--- config.mk ---
export PLATFORM = sky130hd
export DESIGN_NAME = up_counter_controller_flat
export DESIGN_NICKNAME = d
export VERILOG_FILES = /design/src/rtl/up_counter_controller_if.sv /design/src/rtl/up_counter_controller.sv /design/src/flat_wrapper.sv
export SDC_FILE = /design/constraint.sdc
export NUM_CORES = 1
export LEC_CHECK = 0
export ABC_AREA = 1
export BUFFER_PORTS_ARGS = -buffer_cell sky130_fd_sc_hd__buf_4
export CORE_UTILIZATION = 49
export DETAILED_ROUTE_END_ITERATION = 8
export PLACE_DENSITY_LB_ADDON = 0.3
export SLEW_MARGIN = 20
export SYNTH_ARGS = -nofsm -noshare
export SYNTH_HDL_FRONTEND = slang
export SYNTH_SLANG_ARGS = --single-unit
--- constraint.sdc ---
create_clock -name clk -period 1.5 [get_ports clk]
set_input_delay 0.3 -clock clk [delete_from_list [all_inputs] [get_ports clk]]
set_output_delay 0.3 -clock clk [all_outputs]
set_load 0.01 [all_outputs]
--- src/rtl/up_counter_controller_if.sv ---
// Request/status bundle between a requesting master and the up-counter sequencer.
// The master drives the run requests and the start-time settings. The sequencer drives the count and status.
interface up_counter_controller_if #(
   parameter int WIDTH = 3
);
   logic             start;
   logic             stop;
   logic             pause;
   logic             auto_reload;
   logic [WIDTH-1:0] load_val;
   logic [WIDTH-1:0] term_val;
   logic [WIDTH-1:0] count;
   logic             busy;
   logic             tc_pulse;
   logic             done;
   logic             ready;

   modport master (
      output start, stop, pause, auto_reload, load_val, term_val,
      input  count, busy, tc_pulse, done, ready
   );

   modport slave (
      input  start, stop, pause, auto_reload, load_val, term_val,
      output count, busy, tc_pulse, done, ready
   );
endinterface

--- src/rtl/up_counter_controller.sv ---
// Sequencer for a WIDTH-bit up-counter. It loads a start value, counts to a latched terminal value,
// and then either finishes (single-shot) or reloads the start value (auto-reload).
module up_counter_controller #(
   parameter int WIDTH = 3
) (
   input logic                    clk,
   input logic                    rst,
   up_counter_controller_if.slave bus
);
   typedef enum logic [1:0] {IDLE, RUN, DONE} state_t;

   state_t           state_reg, state_next;
   logic [WIDTH-1:0] count_reg, count_next;
   logic [WIDTH-1:0] load_reg, load_next;
   logic [WIDTH-1:0] term_reg, term_next;
   logic             auto_reg, auto_next;
   logic             busy_reg, done_reg;
   logic             tc;

   always_ff @(posedge clk) begin
      if (rst) begin
         state_reg <= IDLE;
         count_reg <= '0;
         load_reg  <= '0;
         term_reg  <= '0;
         auto_reg  <= 1'b0;
         busy_reg  <= 1'b0;
         done_reg  <= 1'b0;
      end else begin
         state_reg <= state_next;
         count_reg <= count_next;
         load_reg  <= load_next;
         term_reg  <= term_next;
         auto_reg  <= auto_next;
         // busy and done are registered copies of the state being entered
         busy_reg  <= (state_next == RUN);
         done_reg  <= (state_next == DONE);
      end
   end

   always_comb begin
      state_next = state_reg;
      count_next = count_reg;
      load_next  = load_reg;
      term_next  = term_reg;
      auto_next  = auto_reg;
      tc         = 1'b0;
      case (state_reg)
         IDLE: begin
            if (bus.start) begin
               load_next  = bus.load_val;
               term_next  = bus.term_val;
               auto_next  = bus.auto_reload;
               count_next = bus.load_val;
               state_next = RUN;
            end
         end
         RUN: begin
            if (bus.stop) begin
               state_next = IDLE;
            end else if (!bus.pause) begin
               if (count_reg == term_reg) begin
                  tc = 1'b1;
                  if (auto_reg) count_next = load_reg;
                  else          state_next = DONE;
               end else begin
                  count_next = count_reg + WIDTH'(1);
               end
            end
         end
         DONE:    state_next = IDLE;
         default: state_next = IDLE;
      endcase
   end

   assign bus.count    = count_reg;
   assign bus.busy     = busy_reg;
   assign bus.done     = done_reg;
   assign bus.tc_pulse = tc;
   assign bus.ready    = (state_reg == IDLE);
endmodule

--- src/flat_wrapper.sv ---
// flat-port wrapper written by rule: the top's interface ports become plain ports
module up_counter_controller_flat 
#(
   parameter int WIDTH = 3
)
  (clk, rst, bus_start, bus_stop, bus_pause, bus_auto_reload, bus_load_val, bus_term_val, bus_count, bus_busy, bus_tc_pulse, bus_done, bus_ready);
  up_counter_controller_if #(.WIDTH(WIDTH)) bus_i ();
  input logic clk;
  input logic rst;
  input wire logic [$bits(bus_i.start)-1:0] bus_start;
  input wire logic [$bits(bus_i.stop)-1:0] bus_stop;
  input wire logic [$bits(bus_i.pause)-1:0] bus_pause;
  input wire logic [$bits(bus_i.auto_reload)-1:0] bus_auto_reload;
  input wire logic [$bits(bus_i.load_val)-1:0] bus_load_val;
  input wire logic [$bits(bus_i.term_val)-1:0] bus_term_val;
  output wire logic [$bits(bus_i.count)-1:0] bus_count;
  output wire logic [$bits(bus_i.busy)-1:0] bus_busy;
  output wire logic [$bits(bus_i.tc_pulse)-1:0] bus_tc_pulse;
  output wire logic [$bits(bus_i.done)-1:0] bus_done;
  output wire logic [$bits(bus_i.ready)-1:0] bus_ready;
  assign bus_i.start = bus_start;
  assign bus_i.stop = bus_stop;
  assign bus_i.pause = bus_pause;
  assign bus_i.auto_reload = bus_auto_reload;
  assign bus_i.load_val = bus_load_val;
  assign bus_i.term_val = bus_term_val;
  assign bus_count = bus_i.count;
  assign bus_busy = bus_i.busy;
  assign bus_tc_pulse = bus_i.tc_pulse;
  assign bus_done = bus_i.done;
  assign bus_ready = bus_i.ready;
  up_counter_controller #(.WIDTH(WIDTH)) u_core (.clk(clk), .rst(rst), .bus(bus_i));
endmodule
Word level (Yosys, flattened, before mapping)

Cells that the tools add are included.

Flip-flop bits (word level): 14
Input bits: 12
Output and inout port bits: 7
Logic and storage cells: 36

$add $sub $neg: 1
Equal/unequal tests: 8
Multiplexer cells: 16
Reduce and logical (&&, ||, !) cells: 4

Operators with widths:

| kind                | number |
|---|---|
| $mux 3              | 5 |
| $mux 2              | 5 |
| $ne 2x2->1 const B  | 3 |
| $pmux 3 s2          | 1 |
| $reduce_and 5->1    | 1 |
| $eq 2x1->1 const B  | 2 |
| $mux 1              | 4 |
| $pmux 2 s2          | 1 |
| $add 3x1->3 const B | 1 |
| $eq 3x3->1          | 1 |
| $ne 3x2->1 const B  | 1 |
| $eq 2x2->1 const B  | 1 |
| $logic_not 2->1     | 1 |
| $reduce_and 2->1    | 1 |
| $reduce_bool 2->1   | 1 |

Longest topological paths before layout

Depth after elaboration: 6
Mapped depth: 10
Mapped depth without buffers: 10

Least setup slack after synthesis

No wires, ideal clock.

Kind: reg2out
Start point: register u_core.state_reg[1]
End point: output bus_tc_pulse
Data arrival time: 0.949 ns
Data required time: 1.200 ns
Slack: 0.251 ns
Cell stages (with the launch flop): 6
Buffers on the path: 0
Path through: dfxtp_1 -> inv_1 -> nand2_1 -> inv_2 -> nand2_1 -> nor3_1

Longest elaborated chain between the ends: 2

RTL lines:

| what                     | line                        | RTL |
|---|---|---|
| start: declaration       | up_counter_controller.sv:12 | `state_t state_reg, state_next;` |
| start signal: assignment | up_counter_controller.sv:30 | `state_reg <= state_next;` |
| $eq 2x1->1               | up_counter_controller.sv:48 | `case (state_reg)` |
| $mux 1                   | up_counter_controller.sv:48 |  |
| end: declaration         | flat_wrapper.sv:18          | `output wire logic [$bits(bus_i.tc_pulse)-1:0] bus_tc_pulse;` |

Every way passes these cells.

Worst setup path in the final report

Same ends and word-level chain as after synthesis.

==> impl_metrics.toml <==
[grt]
grt_util_all_layers = 0.265
grt-ovfl-total = 0
grt_pass1_vias = 665
grt_pass1_wl_um = 2740
grt_max_degree = 16
antenna_found_initial = 0

[clocking]
ctsHoldBuffers = 0
clkLatencyLatePin_ns = 0.29
cts_buffers = 3
cts_sinks = 14
cts_tree = "yes"
clockBufferDepth = 2
clockRootBuffer = "clkbuf_4"
htree_levels = 1
clk_pin_slew_ns = 0.09

[place]
place_hpwl_um = 1170
gp_congestion = 0.945
place_area_um2 = 876
port_buffers = 18

[setup_path]
cp.depth = 6
critical_path_class = "reg -> out"
slowest_delay_ns = 0.34
arrival_ns = 1.20
cp_slowest_cell = "dfxtp_2"
worst_r2r_path_depth = 8
path_cells = "inv_2 -> nand2_2 -> inv_2 -> nand2_2 -> nor3_2 -> buf_4"
cp.required_ns = 1.20
critPathLaunchType = "flop"
worstPathMaxFanout = 4
path_buf_inv = 3
critPathCaptureType = "output port"
cp_top_family = "flip-flops"

[status]
status = "finished, violations left"
violations = "setup timing"

[route]
routed_wl_um = 1940
ant_nets = 0
wl_per_cell_um = 12.5
viasPerCell = 5.26
drc = 0
vias = 816
drt-initial-drc-count = 28
first_pass_iters = 5

[floorplan]
dieArea_um2 = 1610
core-area_um2 = 1330
rows = 13
die_h_um = 40.1
ios = 19
initial_core_util = 0.534
die_width_um = 40.1

[timing]
rsz0062_at_grt = "yes"
maxSlewViolCount = 0
relSlewSlack = 0.809
timing.final.crit_share = 1.00
setup_viol = 1
skew_ns = 0.00205
finalHoldViolCount = 0
finalCriticalPeriod_ns = 1.50
worst_pin_slew_ns = 0.284
max_freq_ghz = 0.665
layout_setup_ws_ns = -0.00414

[power]
power_density_nw_per_um2 = 1020
p_leak_nw = 0.524
p_total_w = 0.00107
ir_worst_vdd_mv = 0.742

[final_layout]
layout-drive-gt1-share = 0.421
nNetsFinal = 154
fillers = 99
syn_to_final_growth_pct = 46.4
design_area_um2 = 1040
diodes = 0

[yosys]
synth_top_area_cell = "dfxtp_1"
synth-compound-area-share = 0.0984
yosysWarnings = 0
synthAdderAreaFrac = 0.0176
synthMuxAreaShare = 0
syn_inst = 103
ys_seq_area_frac = 0.394
syn_nets = 116
synth_top_family_by_area = "simple AND/OR/NAND/NOR gates"
synth_area_leaders = "dfxtp_1 (39%), nand2_1 (12%), nor2_1 (11%), inv_1 (5.8%), a21oi_1 (4.9%)"
synth_top_area_share = 0.394
synthSimpleGateAreaFrac = 0.373
synth.distinct_cells = 19
syn-mean-instance-area_um2 = 6.91
syn_area_um2 = 712
ys_seq_elements = 14
synthXorXnorAreaFrac = 0.0475

[run]
maxCapViolCount = 0

[hold_path]
holdPathStages = 2
min_path_type = "in -> reg"
## cell type report
class	instances	area (µm²)	area share
sequential	14	290	0.279
clock buffer	4	36.3	0.0348
inverter	12	45.0	0.0432
tap	15	18.8	0.0180
timing repair buffer	34	255	0.245
multi-input combinational	76	397	0.381
## repair_timing
item | CTS | global route
setup endpoints to repair | 1 | 2
buffers inserted | 13 | 2
pin swaps | 5 | 4
resized for setup | 9 | 6
## report_power, final
part / internal (W) / switching [W]
clock: 0.000148 / 0.000140
sequential: 0.000404 / 0.0000258
combinational: 0.000169 / 0.000180
total: 0.000721 / 0.000345
## routing by layer
layer,GRT usage,vias to the layer above,share of wire
met2,0.476,32,0.52
met1,0.288,377,0.40
met3,0.0500,7,0.059
met4,0.147,0,0.027
met5,0,-,0
li1,-,400,-
## layout by cell type (no fill, tap or decap)
cell and instances:
xor2_1 1, nand4_1 3, nand2_4 2, clkbuf_4 3, ha_1 1, buf_4 34, inv_2 5, dfxtp_4 2
clkbuf_8 1, nor2_4 1, a21oi_1 7, nand2_1 18, nor3_2 1, nand2_2 7, dfxtp_1 10, nand3_1 3
nor2_1 21, inv_1 7, o21ai_0 7, xnor2_1 1, dfxtp_2 2, nor4_1 2, xor2_2 1
## synth_stat cells
library cell	instances
dfxtp_1	14
nor4_1	2
nor2_4	1
nand2_2	3
nand2_4	2
ha_1	1
nor3_1	1
inv_2	1
inv_1	11
a21oi_1	7
buf_2	1
nor2_1	21
xor2_1	1
nand2_1	22
nand3_1	3
o21ai_0	7
nand4_1	3
xnor2_1	1
xor2_2	1
## per-stage QoR
| stage | setup WS, ns | utilization | hold slack [ns] | instances | setup TNS [ns] |
|---|---|---|---|---|---|
| after CTS | -0.00745 | 0.767 | 0.197 | 154 | -0.00745 |
| final | -0.00414 | 0.781 | 0.194 | 155 | -0.00414 |
| after floorplan | 0.251 | - | 0.369 | 103 | 0 |
| after detailed placement | 0.213 | 0.657 | 0.454 | 137 | 0 |
| after global routing | -0.0623 | 0.781 | 0.203 | 155 | -0.0623 |
| after global placement | 0.242 | 0.657 | 0.450 | 137 | 0 |
## final timing paths
| path | from | endpoint | slack (ns) |
|---|---|---|---|
| worst min-delay path | rst | u_core.bus.busy | 0.19 |
| worst max register to register | u_core.bus.count[2] | u_core.state_reg[1] | 0.10 |
| worst min register to register | u_core.load_reg[2] | u_core.load_reg[2] | 0.47 |
| worst max-delay path | u_core.state_reg[1] | bus_tc_pulse | -0.004 |
## logic make-up (layout without fill, tap and decap cells)
logic type | count (synthesis) | after routing
AOI/OAI and AO/OA | 14 | 14
xor gates and xnor gates | 3 | 3
adders and majority gates | 1 | 1
buffers and inverters | 13 | 50
DFF | 14 | 14
and+or+nand+nor | 58 | 58
No activity file was read; power rests on OpenSTA's default activity.
